==> src/rtl/fifo_read_sched_pkg.sv <==
// Shared types and defaults for the fifo_read round-robin scheduler.
package fifo_read_sched_pkg;

    localparam int unsigned N_CH_DEF        = 4;
    localparam int unsigned CNT_W_DEF       = 16;
    localparam int unsigned TIMEOUT_CYC_DEF = 4096;

    // Scheduler state codes; the so output exposes these directly
    typedef enum logic [2:0] {
        S_IDLE = 3'd0,
        S_ARB  = 3'd1,
        S_REQ  = 3'd2,
        S_WAIT = 3'd3,
        S_REL  = 3'd4,
        S_DONE = 3'd5
    } state_t;

    // Width of a channel index; never narrower than one bit
    function automatic int unsigned sel_width(input int unsigned n);
        return (n < 2) ? 1 : $clog2(n);
    endfunction

endpackage

==> src/rtl/fifo_read_sched_rr_pick.sv <==
// Round-robin pick: first set bit of pend at or above ptr, wrapping modulo N_CH.
module fifo_read_sched_rr_pick #(
    parameter int unsigned N_CH  = 4,
    parameter int unsigned SEL_W = 2
) (
    input  logic [N_CH-1:0]  i_pend,
    input  logic [SEL_W-1:0] i_ptr,
    output logic [SEL_W-1:0] o_grant_idx,
    output logic             o_any
);

    logic [N_CH-1:0]  w_rot;
    logic [SEL_W:0]   w_idx;
    logic [SEL_W-1:0] w_off;
    logic [SEL_W:0]   w_sum;

    // Rotate pend so the channel at ptr lands on bit 0
    always_comb begin
        w_rot = '0;
        w_idx = '0;
        for (int i = 0; i < int'(N_CH); i++) begin
            w_idx = {1'b0, i_ptr} + (SEL_W+1)'(i);
            if (w_idx >= (SEL_W+1)'(N_CH)) begin
                w_idx = w_idx - (SEL_W+1)'(N_CH);
            end
            w_rot[i] = i_pend[w_idx[SEL_W-1:0]];
        end
    end

    // Lowest set bit of the rotated vector is the offset from ptr
    always_comb begin
        w_off = '0;
        for (int i = int'(N_CH) - 1; i >= 0; i--) begin
            if (w_rot[i]) begin
                w_off = SEL_W'(i);
            end
        end
    end

    // Undo the rotation to recover the absolute channel index
    always_comb begin
        w_sum = {1'b0, i_ptr} + {1'b0, w_off};
        if (w_sum >= (SEL_W+1)'(N_CH)) begin
            w_sum = w_sum - (SEL_W+1)'(N_CH);
        end
    end

    assign o_grant_idx = w_sum[SEL_W-1:0];
    assign o_any       = |i_pend;

endmodule

==> src/rtl/fifo_read_sched.sv <==
// Round-robin scheduler sharing one byte link between N_CH fifo_read channels.
// Optional per-channel watchdog enabled by defining FRS_TIMEOUT_EN.
module fifo_read_sched
    import fifo_read_sched_pkg::*;
#(
    parameter int unsigned N_CH  = N_CH_DEF,
    parameter int unsigned SEL_W = sel_width(N_CH),
    parameter int unsigned CNT_W = CNT_W_DEF
`ifdef FRS_TIMEOUT_EN
    ,
    parameter int unsigned TIMEOUT_CYC = TIMEOUT_CYC_DEF
`endif
) (
    input  logic             clk,
    input  logic             rst,
    input  logic             i_start,
    input  logic [N_CH-1:0]  i_chan_en,
    input  logic [N_CH-1:0]  i_chan_rdy,
    output logic [N_CH-1:0]  o_fs,
    input  logic [N_CH-1:0]  i_fd,
    output logic [SEL_W-1:0] o_sel,
    output logic             o_busy,
    output logic             o_done,
    output logic             o_err,
    output logic [CNT_W-1:0] o_frame_cnt,
    output logic [2:0]       o_so
);

    localparam logic [SEL_W-1:0] LAST_CH = SEL_W'(N_CH - 1);

    state_t           r_state;
    logic [N_CH-1:0]  r_pend;
    logic [N_CH-1:0]  r_fs;
    logic [SEL_W-1:0] r_sel;
    logic [SEL_W-1:0] r_ptr;
    logic             r_busy;
    logic             r_done;
    logic [CNT_W-1:0] r_frame_cnt;

    logic [SEL_W-1:0] w_grant;
    logic             w_any;
    logic [SEL_W-1:0] w_ptr_nxt;

    fifo_read_sched_rr_pick #(
        .N_CH  (N_CH),
        .SEL_W (SEL_W)
    ) u_rr_pick (
        .i_pend      (r_pend),
        .i_ptr       (r_ptr),
        .o_grant_idx (w_grant),
        .o_any       (w_any)
    );

    // Pointer moves just past the channel that was served or aborted
    assign w_ptr_nxt = (r_sel == LAST_CH) ? '0 : r_sel + SEL_W'(1);

`ifdef FRS_TIMEOUT_EN
    localparam int unsigned TMO_W = (TIMEOUT_CYC < 2) ? 1 : $clog2(TIMEOUT_CYC);

    logic [TMO_W-1:0] r_tmo;
    logic             r_err;
    logic             w_tmo_hit;

    assign w_tmo_hit = (r_tmo == TMO_W'(TIMEOUT_CYC - 1));
    assign o_err     = r_err;
`else
    assign o_err = 1'b0;
`endif

    // Frame FSM: snapshot, arbitrate, handshake each channel, then report
    always_ff @(posedge clk or posedge rst) begin
        if (rst) begin
            r_state     <= S_IDLE;
            r_pend      <= '0;
            r_fs        <= '0;
            r_sel       <= '0;
            r_ptr       <= '0;
            r_busy      <= 1'b0;
            r_done      <= 1'b0;
            r_frame_cnt <= '0;
`ifdef FRS_TIMEOUT_EN
            r_tmo       <= '0;
            r_err       <= 1'b0;
`endif
        end else begin
            r_done <= 1'b0;
`ifdef FRS_TIMEOUT_EN
            r_err  <= 1'b0;
`endif
            case (r_state)
                S_IDLE: begin
                    if (i_start) begin
                        r_pend  <= i_chan_rdy & i_chan_en;
                        r_busy  <= 1'b1;
                        r_state <= S_ARB;
                    end
                end
                S_ARB: begin
                    if (!w_any) begin
                        r_done      <= 1'b1;
                        r_frame_cnt <= r_frame_cnt + CNT_W'(1);
                        r_state     <= S_DONE;
                    end else begin
                        r_sel   <= w_grant;
                        r_state <= S_REQ;
                    end
                end
                S_REQ: begin
                    r_fs    <= N_CH'(1) << r_sel;
                    r_state <= S_WAIT;
`ifdef FRS_TIMEOUT_EN
                    r_tmo   <= '0;
`endif
                end
                S_WAIT: begin
`ifdef FRS_TIMEOUT_EN
                    r_tmo <= r_tmo + TMO_W'(1);
                    if (w_tmo_hit) begin
                        r_err         <= 1'b1;
                        r_fs          <= '0;
                        r_pend[r_sel] <= 1'b0;
                        r_ptr         <= w_ptr_nxt;
                        r_state       <= S_ARB;
                    end else
`endif
                    if (i_fd[r_sel]) begin
                        r_fs    <= '0;
                        r_state <= S_REL;
                    end
                end
                S_REL: begin
`ifdef FRS_TIMEOUT_EN
                    r_tmo <= r_tmo + TMO_W'(1);
                    if (w_tmo_hit) begin
                        r_err         <= 1'b1;
                        r_pend[r_sel] <= 1'b0;
                        r_ptr         <= w_ptr_nxt;
                        r_state       <= S_ARB;
                    end else
`endif
                    if (!i_fd[r_sel]) begin
                        r_pend[r_sel] <= 1'b0;
                        r_ptr         <= w_ptr_nxt;
                        r_state       <= S_ARB;
                    end
                end
                S_DONE: begin
                    r_busy  <= 1'b0;
                    r_state <= S_IDLE;
                end
                default: begin
                    r_fs    <= '0;
                    r_busy  <= 1'b0;
                    r_state <= S_IDLE;
                end
            endcase
        end
    end

    assign o_fs        = r_fs;
    assign o_sel       = r_sel;
    assign o_busy      = r_busy;
    assign o_done      = r_done;
    assign o_frame_cnt = r_frame_cnt;
    assign o_so        = r_state;

endmodule

==> config.mk <==
export PLATFORM = sky130hd
export DESIGN_NAME = fifo_read_sched
export DESIGN_NICKNAME = d
export VERILOG_FILES = /design/src/rtl/fifo_read_sched_pkg.sv /design/src/rtl/fifo_read_sched_rr_pick.sv /design/src/rtl/fifo_read_sched.sv
export SDC_FILE = /design/constraint.sdc
export NUM_CORES = 1
export LEC_CHECK = 0
export CORE_UTILIZATION = 50
export CTS_CLUSTER_DIAMETER = 150
export DETAILED_ROUTE_END_ITERATION = 8
export GPL_ROUTABILITY_DRIVEN = 1
export PLACE_DENSITY = 0.81
export SYNTH_ARGS = -nofsm -noshare
export SYNTH_HDL_FRONTEND = slang
export SYNTH_HIERARCHICAL = 1
export SYNTH_SLANG_ARGS = --single-unit
export TNS_END_PERCENT = 1
==> constraint.sdc <==
create_clock -name clk -period 3.1 [get_ports clk]
set_input_delay 0.62 -clock clk [delete_from_list [all_inputs] [get_ports clk]]
set_output_delay 0.62 -clock clk [all_outputs]
set_load 0.01 [all_outputs]
==> results.md <==
- Synth Area in Compound Gates: 11.86%
- Relative slew slack: 54.28%
- Syn Nets: 185
- Setup Buffers After CTS: 0
- Vias in the first global route: 1,235
- CTS Buffer Depth: 2
- EDFF count, synth: 0
- Post-DR wirelength/cell: 14.81 um
- Internal: 1106 uW
- Mux cell area share after synthesis: 3.409%
- RSZ-0062 raised after global routing: no
- Status: complete, no violations
- Die X: 61.36 um
- Crit path DAT: 1.55 ns
- Port Buf Inserts: 41
- Crit path max fanout: 9
- Setup TNS: 0 ns
- Placed Instance Area: 2183 um^2
- Critical path class: register to primary output
- Worst Tran Pin Value: 0.6839 ns
- Leakage: 0.0009936 uW
- Pwr dens: 809.9 nW/um^2
- Clk Latency, worst-skew pair: 0.33 ns
- # setup viols final: 0
- Class of the worst hold path: register to register
- Initial Util: 52.38%
- Sequential Power Share: 41.3%
- Largest net degree at the start of global routing: 34
- First-pass GRT wire length: 5906 um
- Gate power share: 45.3%
- Worst Setup Start Kind: register
- Seq cells post-synth: 33
- Worst endpoint required time: 2.48 ns
- Simple-gate share of the synthesized area: 20.38%
- Ys async rst share: 100.0%
- Vias per inst: 5.401
- Final worst-path cycle share: 69.92%
- Worst IR Drop VDD: 0.0004165 V
- Buf/Inv on CP: 1
- TritonCTS clock tree: done
- Yosys cell types: 45
- Core area: 3363 um^2
- Sink Count: 33
- Sw Share: 39.02%
- Slew Limit Fails: 0
- Largest family of logic cells by synthesized area: simple AND/OR/NAND/NOR gates
- Sw Pwr: 707.4 uW
- Layout cells sized above 1: 10.68%
- Max-cap viol count: 0
- Crit-path cells: clkdlybuf4s50_1
- P&R area growth vs syn: 27.06%
- Initial antenna violation count: 0
- Global route total overflow: 0
- Post-CTS Resized: 0
- Synth warn: 6
- Reg clk slew, reported paths: 0.10 ns
- Max Fclk: 461.3 MHz
- Cells after synthesis: 164
- Sequential area share after synthesis: 46.88%
- Cell Rows: 21
- Final net count: 227
- Die area: 3765 um^2
- Post-route cell area: 2238 um^2
- Gp weighted congestion: 0.8171
- ANT cells: 0
- Clock skew: 0.008472 ns
- Router iterations before antenna repair: 4
- Top_reg_cell synth: dfrtp_1
- Total wire length: 3731 um
- Final min period: 2.168 ns
- CP Capture Type: primary output
- Post-Synth XOR/XNOR Area: 8.452%
- Pwr Total: 1813 uW
- Cts hold-fix bufs: 0
- Clk root buf: clkbuf_4
- Delay-heaviest family, CP: buffers and inverters
- Number of fill cells in the layout: 279
- TritonCTS Buffers: 5
- Hpwl dp: 2684 um
- Crit path largest cell delay: 0.63 ns
- DRC errors left: 0
- Slowest cell on the critical path: clkdlybuf4s50_1
- H-tree depth: 2
- First-iteration detailed-routing DRC count: 66
- Die height: 61.36 um
- Fin. Hold Viols: 0
- Syn Std Cell Area: 1762 um^2
- Mean Syn Cell Area: 10.74 um^2
- Antenna Nets Post-Route: 0
- Synth Area in Adders: 4.261%
- Part of the power in the clock network: 13.4%
- Via Count: 1,361
- I/O Pins: 43
- Total routing usage reported by global routing: 21.86%
registers in the layout, indices dropped and copies added (netlist names):
register	cells
o_busy	1
o_frame_cnt	16
r_pend	4
o_sel	2
o_done	1
o_so	3
r_ptr	2
o_fs	4
worst paths after layout:
path,start,endpoint,slack (ns),cells after the start
max,o_so[2]$_DFFE_PP0P_,o_so[2],0.93,1
min,o_frame_cnt[15]$_DFFE_PP0P_,o_frame_cnt[15]$_DFFE_PP0P_,0.48,1
max reg2reg,r_pend[0]$_DFFE_PP0P_,o_frame_cnt[10]$_DFFE_PP0P_,0.99,7
min reg2reg,o_frame_cnt[15]$_DFFE_PP0P_,o_frame_cnt[15]$_DFFE_PP0P_,0.48,1
max in group asynchronous,rst,o_fs[3]$_DFFE_PP0P_,2.13,3
min in group asynchronous,rst,o_sel[0]$_DFFE_PP0P_,0.67,3
cells in the final DEF (no fill, tap or decap), types with 2 or more instances in the layout:
cell type,n
or3b_1,2
mux2_2,2
nand2_1,21
xor2_1,6
xnor2_1,11
ha_1,6
or2b_1,3
o21ai_0,5
a21oi_1,3
nor3_2,2
nor2_1,8
nand4_1,3
clkdlybuf4s50_1,41
a22o_1,3
and3_1,5
nand3b_1,2
dfrtp_1,33
clkbuf_4,5
nor2b_1,2
a32o_1,4
inv_1,6
nand3_1,3
o22ai_1,7
stage by stage:
step           hold slack (ns)  setup WS [ns]  utilization, %  instances
3_5_place_dp            0.4682         0.6409           64.92        245
3_3_place_gp            0.4608         0.7447           64.92        245
2_1_floorplan           0.5039          1.212               -        164
4_1_cts                 0.4890         0.9365           66.56        252
5_1_grt                 0.5104         0.8025           66.56        252
6_report                0.4825         0.9324           66.56        252
synthesized netlist by cell type, drive strengths merged (2+ instances only):
cell	number	area [um^2]
inv	7	26.27
a22o	3	26.28
or3b	2	17.52
a32o	4	40.04
xor2	6	52.55
dfrtp	33	825.8
a21oi	3	15.01
buf	5	46.29
nor2b	3	26.27
and3	5	31.28
nor3	3	25.02
or2b	3	22.52
ha	6	75.07
nand2	21	78.83
nand3b	2	15.01
mux2	3	37.53
o22ai	7	43.79
nor2	8	30.03
clkbuf	2	7.510
o21ai	5	25.02
nand4	4	40.04
xnor2	11	96.34
nand3	3	15.01
routing by layer:
| metal | up-vias | wire [um] | part of all wire (%) | GRT usage, % |
|---|---|---|---|---|
| li1 | 666 | - | - | - |
| met1 | 656 | 1777 | 48 | 31.21 |
| met2 | 37 | 1739 | 47 | 33.07 |
| met3 | 2 | 200 | 5.4 | 6.092 |
| met4 | 0 | 13 | 0.35 | 5.714 |
| met5 | - | 0 | 0 | 0 |
cell type report:
cell class	count	area (um^2)	share of cell area, %
Tap cell	46	57.56	2.571
Timing Repair Buffer	42	417.9	18.67
Clock buffer	7	55.05	2.459
Multi-Input combinational cell	117	855.8	38.23
Sequential cell	33	825.8	36.89
Inverter	7	26.28	1.174
power groups by stage:
stage | Clock (uW) | Sequential [uW] | Combinational [uW]
4_1_cts | 248 | 746 | 823
3_5_place_dp | 0 | 755 | 811
6_report | 243 | 749 | 821
5_1_grt | 265 | 778 | 907
3_3_place_gp | 0 | 737 | 791
2_1_floorplan | 0 | 715 | 577
cells by family (layout without fill, tap and decap cells):
family                     Yosys count  after routing
AOI/OAI and AO/OA                   29             29
DFF                                 33             33
adders and majority gates            6              6
muxes                                4              4
and+or+nand+nor                     60             60
buffers and inverters               14             56
other                                1              1
xor gates and xnor gates            17             17
Power figures use the tool's default switching activity.
